[src/rtl/sm83_irq_ctl.sv]
// sm83_irq_ctl: IE/IF/IME interrupt controller and the
// 5 M-cycle interrupt dispatch sequencer for the SM83 core.
module sm83_irq_ctl #(
    parameter int NUM_IRQ = 5
) (
    input  logic               clk,
    input  logic               rst_n,
    input  logic               m_tick,
    input  logic [NUM_IRQ-1:0] irq_req,
    input  logic               if_wr,
    input  logic               ie_wr,
    input  logic [7:0]         wdata,
    output logic [7:0]         if_q,
    output logic [7:0]         ie_q,
    input  logic               instr_boundary,
    input  logic               ctl_di,
    input  logic               ctl_ei,
    input  logic               ctl_reti,
    input  logic               ctl_halt,
    input  logic [15:0]        pc,
    output logic               irq_take,
    output logic               halted,
    output logic               dispatch,
    output logic               push_en,
    output logic [7:0]         push_data,
    output logic               pc_load,
    output logic [15:0]        vec,
    output logic               ime
);

    localparam logic [2:0] S_IDLE = 3'd0;
    localparam logic [2:0] S_HALT = 3'd1;
    localparam logic [2:0] S_D1   = 3'd2;
    localparam logic [2:0] S_D2   = 3'd3;
    localparam logic [2:0] S_D3   = 3'd4;
    localparam logic [2:0] S_D4   = 3'd5;
    localparam logic [2:0] S_D5   = 3'd6;

    logic [2:0]         r_state;
    logic [7:0]         r_ie;
    logic [NUM_IRQ-1:0] r_if;
    logic               r_ime;
    logic               r_ei_pend;
    logic               r_ei_go;
    logic [15:0]        r_vec;

    logic [NUM_IRQ-1:0] w_pend_vec;
    logic               w_pending;
    logic               w_take;
    logic [NUM_IRQ-1:0] w_sel_oh;
    logic [15:0]        w_sel_vec;
    logic [NUM_IRQ-1:0] w_if_nxt;
    logic               w_d4_tick;

    assign w_pend_vec = r_ie[NUM_IRQ-1:0] & r_if;
    assign w_pending  = |w_pend_vec;
    assign w_take     = (r_state == S_IDLE) & instr_boundary
                      & r_ime & w_pending;
    assign w_d4_tick  = m_tick & (r_state == S_D4);

    // Lowest set bit wins: scan from the top so bit 0 lands last.
    always_comb begin
        w_sel_oh  = '0;
        w_sel_vec = 16'h0000;
        for (int i = NUM_IRQ - 1; i >= 0; i--) begin
            if (w_pend_vec[i]) begin
                w_sel_oh    = '0;
                w_sel_oh[i] = 1'b1;
                w_sel_vec   = 16'(16'h0040 + 8 * i);
            end
        end
    end

    // Request beats bus write, which beats the dispatch clear.
    always_comb begin
        w_if_nxt = r_if;
        if (w_d4_tick)
            w_if_nxt = w_if_nxt & ~w_sel_oh;
        if (if_wr)
            w_if_nxt = wdata[NUM_IRQ-1:0];
        w_if_nxt = w_if_nxt | irq_req;
    end

    always_ff @(posedge clk or negedge rst_n) begin
        if (!rst_n) begin
            r_ie <= 8'h00;
            r_if <= '0;
        end else begin
            if (ie_wr)
                r_ie <= wdata;
            r_if <= w_if_nxt;
        end
    end

    always_ff @(posedge clk or negedge rst_n) begin
        if (!rst_n) begin
            r_ime     <= 1'b0;
            r_ei_pend <= 1'b0;
            r_ei_go   <= 1'b0;
        end else if (m_tick) begin
            if (w_take || ctl_di) begin
                r_ime     <= 1'b0;
                r_ei_pend <= 1'b0;
                r_ei_go   <= 1'b0;
            end else begin
                if (instr_boundary) begin
                    r_ei_pend <= ctl_ei;
                    r_ei_go   <= r_ei_pend;
                end else begin
                    r_ei_pend <= r_ei_pend | ctl_ei;
                end
                if (ctl_reti || (instr_boundary && r_ei_go))
                    r_ime <= 1'b1;
            end
        end
    end

    always_ff @(posedge clk or negedge rst_n) begin
        if (!rst_n) begin
            r_state <= S_IDLE;
        end else if (m_tick) begin
            unique case (r_state)
                S_IDLE: begin
                    if (w_take)
                        r_state <= S_D1;
                    else if (ctl_halt && !w_pending)
                        r_state <= S_HALT;
                end
                S_HALT: if (w_pending) r_state <= S_IDLE;
                S_D1:   r_state <= S_D2;
                S_D2:   r_state <= S_D3;
                S_D3:   r_state <= S_D4;
                S_D4:   r_state <= S_D5;
                S_D5:   r_state <= S_IDLE;
                default: r_state <= S_IDLE;
            endcase
        end
    end

    always_ff @(posedge clk or negedge rst_n) begin
        if (!rst_n)
            r_vec <= 16'h0000;
        else if (w_d4_tick)
            r_vec <= w_sel_vec;
    end

    always_comb begin
        if_q              = 8'hFF;
        if_q[NUM_IRQ-1:0] = r_if;
    end

    always_comb begin
        push_data = 8'h00;
        if (r_state == S_D3)
            push_data = pc[15:8];
        else if (r_state == S_D4)
            push_data = pc[7:0];
    end

    assign ie_q     = r_ie;
    assign irq_take = w_take;
    assign halted   = (r_state == S_HALT);
    assign dispatch = (r_state >= S_D1) && (r_state <= S_D5);
    assign push_en  = (r_state == S_D3) || (r_state == S_D4);
    assign pc_load  = (r_state == S_D5);
    assign vec      = r_vec;
    assign ime      = r_ime;

endmodule
[config.mk]
export PLATFORM = sky130hd
export DESIGN_NAME = sm83_irq_ctl
export DESIGN_NICKNAME = d
export VERILOG_FILES = /design/src/rtl/sm83_irq_ctl.sv
export SDC_FILE = /design/constraint.sdc
export NUM_CORES = 1
export LEC_CHECK = 0
export CORE_MARGIN = 2
export CORE_UTILIZATION = 41
export DETAILED_ROUTE_END_ITERATION = 7
export PLACE_DENSITY = 0.92
export RECOVER_POWER = 25
export SLEW_MARGIN = 20
export SYNTH_ARGS = -nofsm -noshare
export SYNTH_HDL_FRONTEND = slang
export SYNTH_SLANG_ARGS = --single-unit
export TNS_END_PERCENT = 50
[constraint.sdc]
create_clock -name clk -period 2.8 [get_ports clk]
set_input_delay 0.56 -clock clk [delete_from_list [all_inputs] [get_ports clk]]
set_output_delay 0.56 -clock clk [all_outputs]
set_load 0.005 [all_outputs]
## Yosys cells after proc, flatten, opt, wreduce, memory -nomap -nowiden

Cells that the tools add are included.

| storage, ports and cells | value |
|---|---|
| flip-flop bits (word level) | 35 |
| input port bits | 39 |
| output and inout bits | 46 |
| logic and storage cells | 64 |

| operators by class | value |
|---|---|
| order comparisons | 2 |
| eq/ne operators | 8 |
| muxes and demuxes | 24 |
| bitwise operators | 9 |
| reductions and logical operators | 14 |

Operators with widths:

| kind | number |
|---|---|
| 5-bit 2-to-1 mux | 7 |
| 16-bit 2-to-1 mux | 2 |
| 7-bit 2-to-1 mux | 3 |
| 3-bit one-hot mux with 6 select lines | 1 |
| 8-bit 2-to-1 mux | 2 |
| 5-bit AND | 2 |
| 3-bit equality test, second input constant | 3 |
| 3-bit 2-to-1 mux | 3 |
| 3-bit by 2-bit equality test with 1-bit output, second input constant | 2 |
| 1-bit 2-to-1 mux | 6 |
| 5-bit inverter | 1 |
| 5-bit bitwise OR | 1 |
| 5-bit OR reduction | 1 |
| 1-bit AND | 4 |
| 2-bit AND reduction | 2 |
| 2-bit nonzero test | 2 |
| 3-bit by 1-bit equality test with 1-bit output, second input constant | 1 |
| 3-bit by 2-bit >= comparator with 1-bit output, second input constant | 1 |
| 3-bit less-or-equal comparator, second input constant | 1 |
| 1-bit logical AND | 3 |
| 3-bit logical NOT | 1 |
| 1-bit logical OR | 3 |
| 3-bit by 2-bit != test with 1-bit output, second input constant | 1 |
| 3-bit AND reduction | 1 |
| other kinds (3) | 3 |

## Longest topological paths before layout

| logic depth | value |
|---|---|
| depth after elaboration | 11 |
| mapped depth | 7 |
| gate-level depth less buffers | 6 |

## Worst setup path before layout

OpenSTA, ideal clock, no wires.

| timing | value |
|---|---|
| path kind | register to register |
| start | register r_state[2] |
| end | register r_state[1] |
| library setup time | 0.122 ns |
| data arrival time | 1.769 ns |
| required time | 2.678 ns |
| setup slack | 0.909 ns |
| stages on the path, launching flop included | 8 |
| path buffers | 1 |
| period minus slack after synthesis | 1.891 ns |
| path through | dfrtp_1 > buf_2 > inv_1 > ha_1 > or3b_1 > o31ai_1 > or3_1 > a32o_1 |

| on the way | value |
|---|---|
| word-level cells in the longest chain between the ends | 6 |
| elaborated cells on any way between the ends | 14 |
| those cells by class | 7 x eq/ne; 2 x mux; 3 x bitwise; 2 x reduce/logical |

RTL lines:

| what | line | text |
|---|---|---|
| start, declared | 39 | `logic [2:0] r_state;` |
| start signal, assigned | 120 | `r_state <= S_IDLE;` |
| start signal, assigned | 125 | `r_state <= S_D1;` |
| start signal, assigned | 127 | `r_state <= S_HALT;` |
| 3-bit logical NOT | 57, 122 |  |
| 1-bit AND | 57 | `assign w_take = (r_state == S_IDLE) & instr_boundary` |
| 1-bit AND (2 in series) | 58 | `& r_ime & w_pending;` |
| 3-bit 2-to-1 mux or 3-bit by 2-bit != test with 1-bit output (tied branches) | - |  |
| 3-bit one-hot mux with 6 select lines or 3-bit AND reduction (tied branches) | - |  |

Several ways; a longest one is shown, not always the timed one.
A chain may end at the register's enable or synchronous reset.

## Final worst setup path

| timing | value |
|---|---|
| start | register r_state[2] |
| end | output port irq_take |

| on the way | value |
|---|---|
| word-level cells in the longest chain between the ends | 4 |

RTL lines:

| what | line | text |
|---|---|---|
| 3-bit logical NOT | 57 |  |
| 1-bit AND | 57 |  |
| 1-bit AND (2 in series) | 58 |  |
| end, declared | 21 | `output logic irq_take,` |

No other way between the ends.

==> impl_metrics.env <==
export IMPL_die_w_um=64.6
export IMPL_clk_pin_slew_ns=0.08
export IMPL_drtAntennaViolNets=0
export IMPL_num_io_pins=85
export IMPL_cts_resized=0
export IMPL_cts_tree="built"
export IMPL_finalWeightedCongestion=0.795
export IMPL_hold_viol_final=0
export IMPL_drtIter0Drc=104
export IMPL_cts_sinks=23
export IMPL_multiInputGateArea_um2=818
export IMPL_tns_ns=0
export IMPL_yosysMostFrequentCell="dfrtp_1"
export IMPL_crit_slowest_cell="dfrtp_1"
export IMPL_worstPathArrival_ns=1.99
export IMPL_criticalPathCategory="reg -> out"
export IMPL_drive_gt1_share_pct=8.81
export IMPL_tightest_slew_ns=1.26
export IMPL_power_switching_mw=0.472
export IMPL_synth_edf_count=0
export IMPL_synth_top_flop_cell="dfrtp_1"
export IMPL_timing_fmax_mhz=392
export IMPL_syn_area_um2=1510
export IMPL_grt_pass1_vias=1323
export IMPL_wire_per_inst_um=13.1
export IMPL_io_buffers=69
export IMPL_clock_latency_ns=0.26
export IMPL_finalCritPeriodShare_pct=91.2
export IMPL_ys_top_cells_by_area="dfrtp_1 38%, buf_4 7.5%, mux2i_1 6.0%"
export IMPL_rsz0062_at_grt="false"
export IMPL_status="complete, no violations"
export IMPL_ys_types=40
export IMPL_place_hpwl_mm=2.79
export IMPL_critPathMaxStageDelay_ns=0.56
export IMPL_path_cells="or3_1 -> a311oi_2 -> clkdlybuf4s50_1"
export IMPL_synth_common_cells="23 x dfrtp_1, 19 x nand2_1, 15 x buf_4"
export IMPL_placementRows=22
export IMPL_synthArstFlopShare_pct=100
export IMPL_critPathLaunchType="flip-flop"
export IMPL_min_period_ns=2.55
export IMPL_grt_max_degree=24
export IMPL_final_nets=270
export IMPL_required_ns=2.24
export IMPL_synth_seq_cells=23
export IMPL_crit_path_end_kind="primary output"
export IMPL_ctsHoldBuffers=0
export IMPL_antenna_found_initial=0
export IMPL_power_density_nw_per_um2=605
export IMPL_p_int_mw=0.878
export IMPL_hold_path_startpoint="vec[6]$_DFFE_PN0N_"
export IMPL_pwr_share_seq_pct=35.4
export IMPL_yosysWarningCount=0
export IMPL_seq_area_um2=576
export IMPL_fin_ws_ns=0.247
export IMPL_yosysTopAreaCellShare_pct=38.2
export IMPL_path_max_fanout=17
export IMPL_power_leakage_nw=0.967
export IMPL_chipHeight_um=64.6
export IMPL_cts_root_buf="clkbuf_8"
export IMPL_gr_usage_all_layers_pct=17.6
export IMPL_grt_overflow_total=0
export IMPL_initial_utilization_pct=41.8
export IMPL_ys_seq_area_share_pct=38.2
export IMPL_remaining_drc_errors=0
export IMPL_crit_buf_inv=1
export IMPL_hold_class="reg -> reg"
export IMPL_maxSlewHeadroom_pct=15.7
export IMPL_cp_startpoint="r_state[2]$_DFFE_PN0P_"
export IMPL_die_area_um2=4180
export IMPL_clockBufferDepth=2
export IMPL_netlist_instances=160
export IMPL_syn2layout_area_growth_pct=48.0
export IMPL_syn_area_per_cell_um2=9.42
export IMPL_finClkSkew_ns=0.00382
export IMPL_vias_per_cell=4.95
export IMPL_cts_made_buffers=3
export IMPL_pwr_share_clk_pct=15.0
export IMPL_combPwrFrac_pct=49.5
export IMPL_core_area_um2=3610
export IMPL_post_cts_buffers=0
export IMPL_swShare_pct=35.0
export IMPL_grt_pass1_wl_mm=5.86
export IMPL_num_vias=1361
export IMPL_setup_viol=0
export IMPL_htree_levels=1
export IMPL_critical_path_top_delay_family="flip-flops"
export IMPL_max_cap_viol_count=0
export IMPL_ir_worst_vdd_mv=0.421
export IMPL_post_place_ws_ns=0.325
export IMPL_fill_cells=298
export IMPL_final_max_slew_viol_count=0
export IMPL_routed_wl_mm=3.61
export IMPL_yosysTopAreaCell="dfrtp_1"
export IMPL_diodes=0
export IMPL_timing_rr_start="r_state[1]$_DFFE_PN0P_"
export IMPL_drt_pass1_iter_count=4
routing by layer:
layer,part of all wire (%),vias up,global-route usage (%)
li1,-,675,-
met1,42,634,20.5
met2,51,48,32.2
met3,6.1,4,4.86
met4,0.86,0,3.72
met5,0,-,0
worst min-delay path, stage by stage, from the launching register on:
cell	delay, ns
dfrtp_1	0.36
nand2_1	0.05
nand2_1	0.05
power groups by stage:
stage          combinational [mW]  sequential, mW  clock, mW
2_1_floorplan               0.409           0.453          0
3_3_place_gp                0.657           0.478          0
3_5_place_dp                0.675           0.484          0
4_1_cts                     0.677           0.479      0.212
5_1_grt                     0.732           0.493      0.229
6_report                    0.668           0.479      0.203
cells by family (layout without fill, tap and decap cells):
family	count (synthesis)	in the layout	synth area share, %
AOI/OAI and AO/OA	36	36	17.3
adders and majority gates	3	3	2.49
buffers and inverters	27	81	10.8
DFF	23	23	38.2
muxes	19	19	13.6
other	2	15	0.498
and+or+nand+nor	50	50	17.1
registers in the layout, indices dropped and copies added, names as in the netlist:
| signal | count |
|---|---|
| r_ei_pend | 1 |
| vec | 4 |
| r_state | 3 |
| ime | 1 |
| r_ei_go | 1 |
| r_if | 5 |
| ie_q | 8 |
final timing paths:
path / end / slack (ns) / cells after the start
setup / recovery: irq_take / 0.25 / 3
hold / removal: vec[6]$_DFFE_PN0N_ / 0.49 / 2
setup reg to reg: r_state[1]$_DFFE_PN0P_ / 0.59 / 6
hold reg to reg: vec[6]$_DFFE_PN0N_ / 0.49 / 2
max in group asynchronous: r_if[4]$_DFF_PN0_ / 0.97 / 2
min in group asynchronous: r_ei_go$_DFFE_PN0P_ / 1.08 / 2
through the flow:
| stage | instances | utilization, % | hold slack, ns | power [mW] | instance area (um2) |
|---|---|---|---|---|---|
| global placement | 271 | 60.7 | 0.453 | 1.13 | 2190 |
| floorplan | 173 | - | 0.264 | 0.862 | 1560 |
| global route | 275 | 61.9 | 0.529 | 1.46 | 2230 |
| detailed placement | 271 | 60.7 | 0.465 | 1.16 | 2190 |
| CTS | 275 | 62.0 | 0.492 | 1.37 | 2240 |
| finish | 275 | 61.9 | 0.487 | 1.35 | 2230 |
final cells by class:
type                            count  area share, %
Timing Repair Buffer               73           32.1
Tap cell                           48           2.69
Clock inverter                      1          0.224
Multi-Input combinational cell    123           36.7
Sequential cell                    23           25.8
Clock buffer                        3           1.85
Inverter                            4          0.673
layout by cell type (no fill, tap or decap), types with 2 or more instances in the layout:
master           Yosys  routed
a21o_1               2       2
a21oi_1              9       9
a22oi_4              2       2
buf_4               15       3
clkbuf_8             0       3
clkdlybuf4s50_1      0      68
conb_1               2      15
dfrtp_1             23      23
ha_1                 3       3
inv_1                4       4
mux2_2               8       8
mux2i_1              9       9
nand2_1             19      19
nand3_1              3       3
nand3b_1             2       2
nand4_1              4       4
nor2_1              11      11
nor2b_1              3       3
o21ai_0              9       9
o21ai_1              3       3
o31ai_1              2       2
or3_1                2       2
Note: power is estimated with default switching activity, not from simulation.
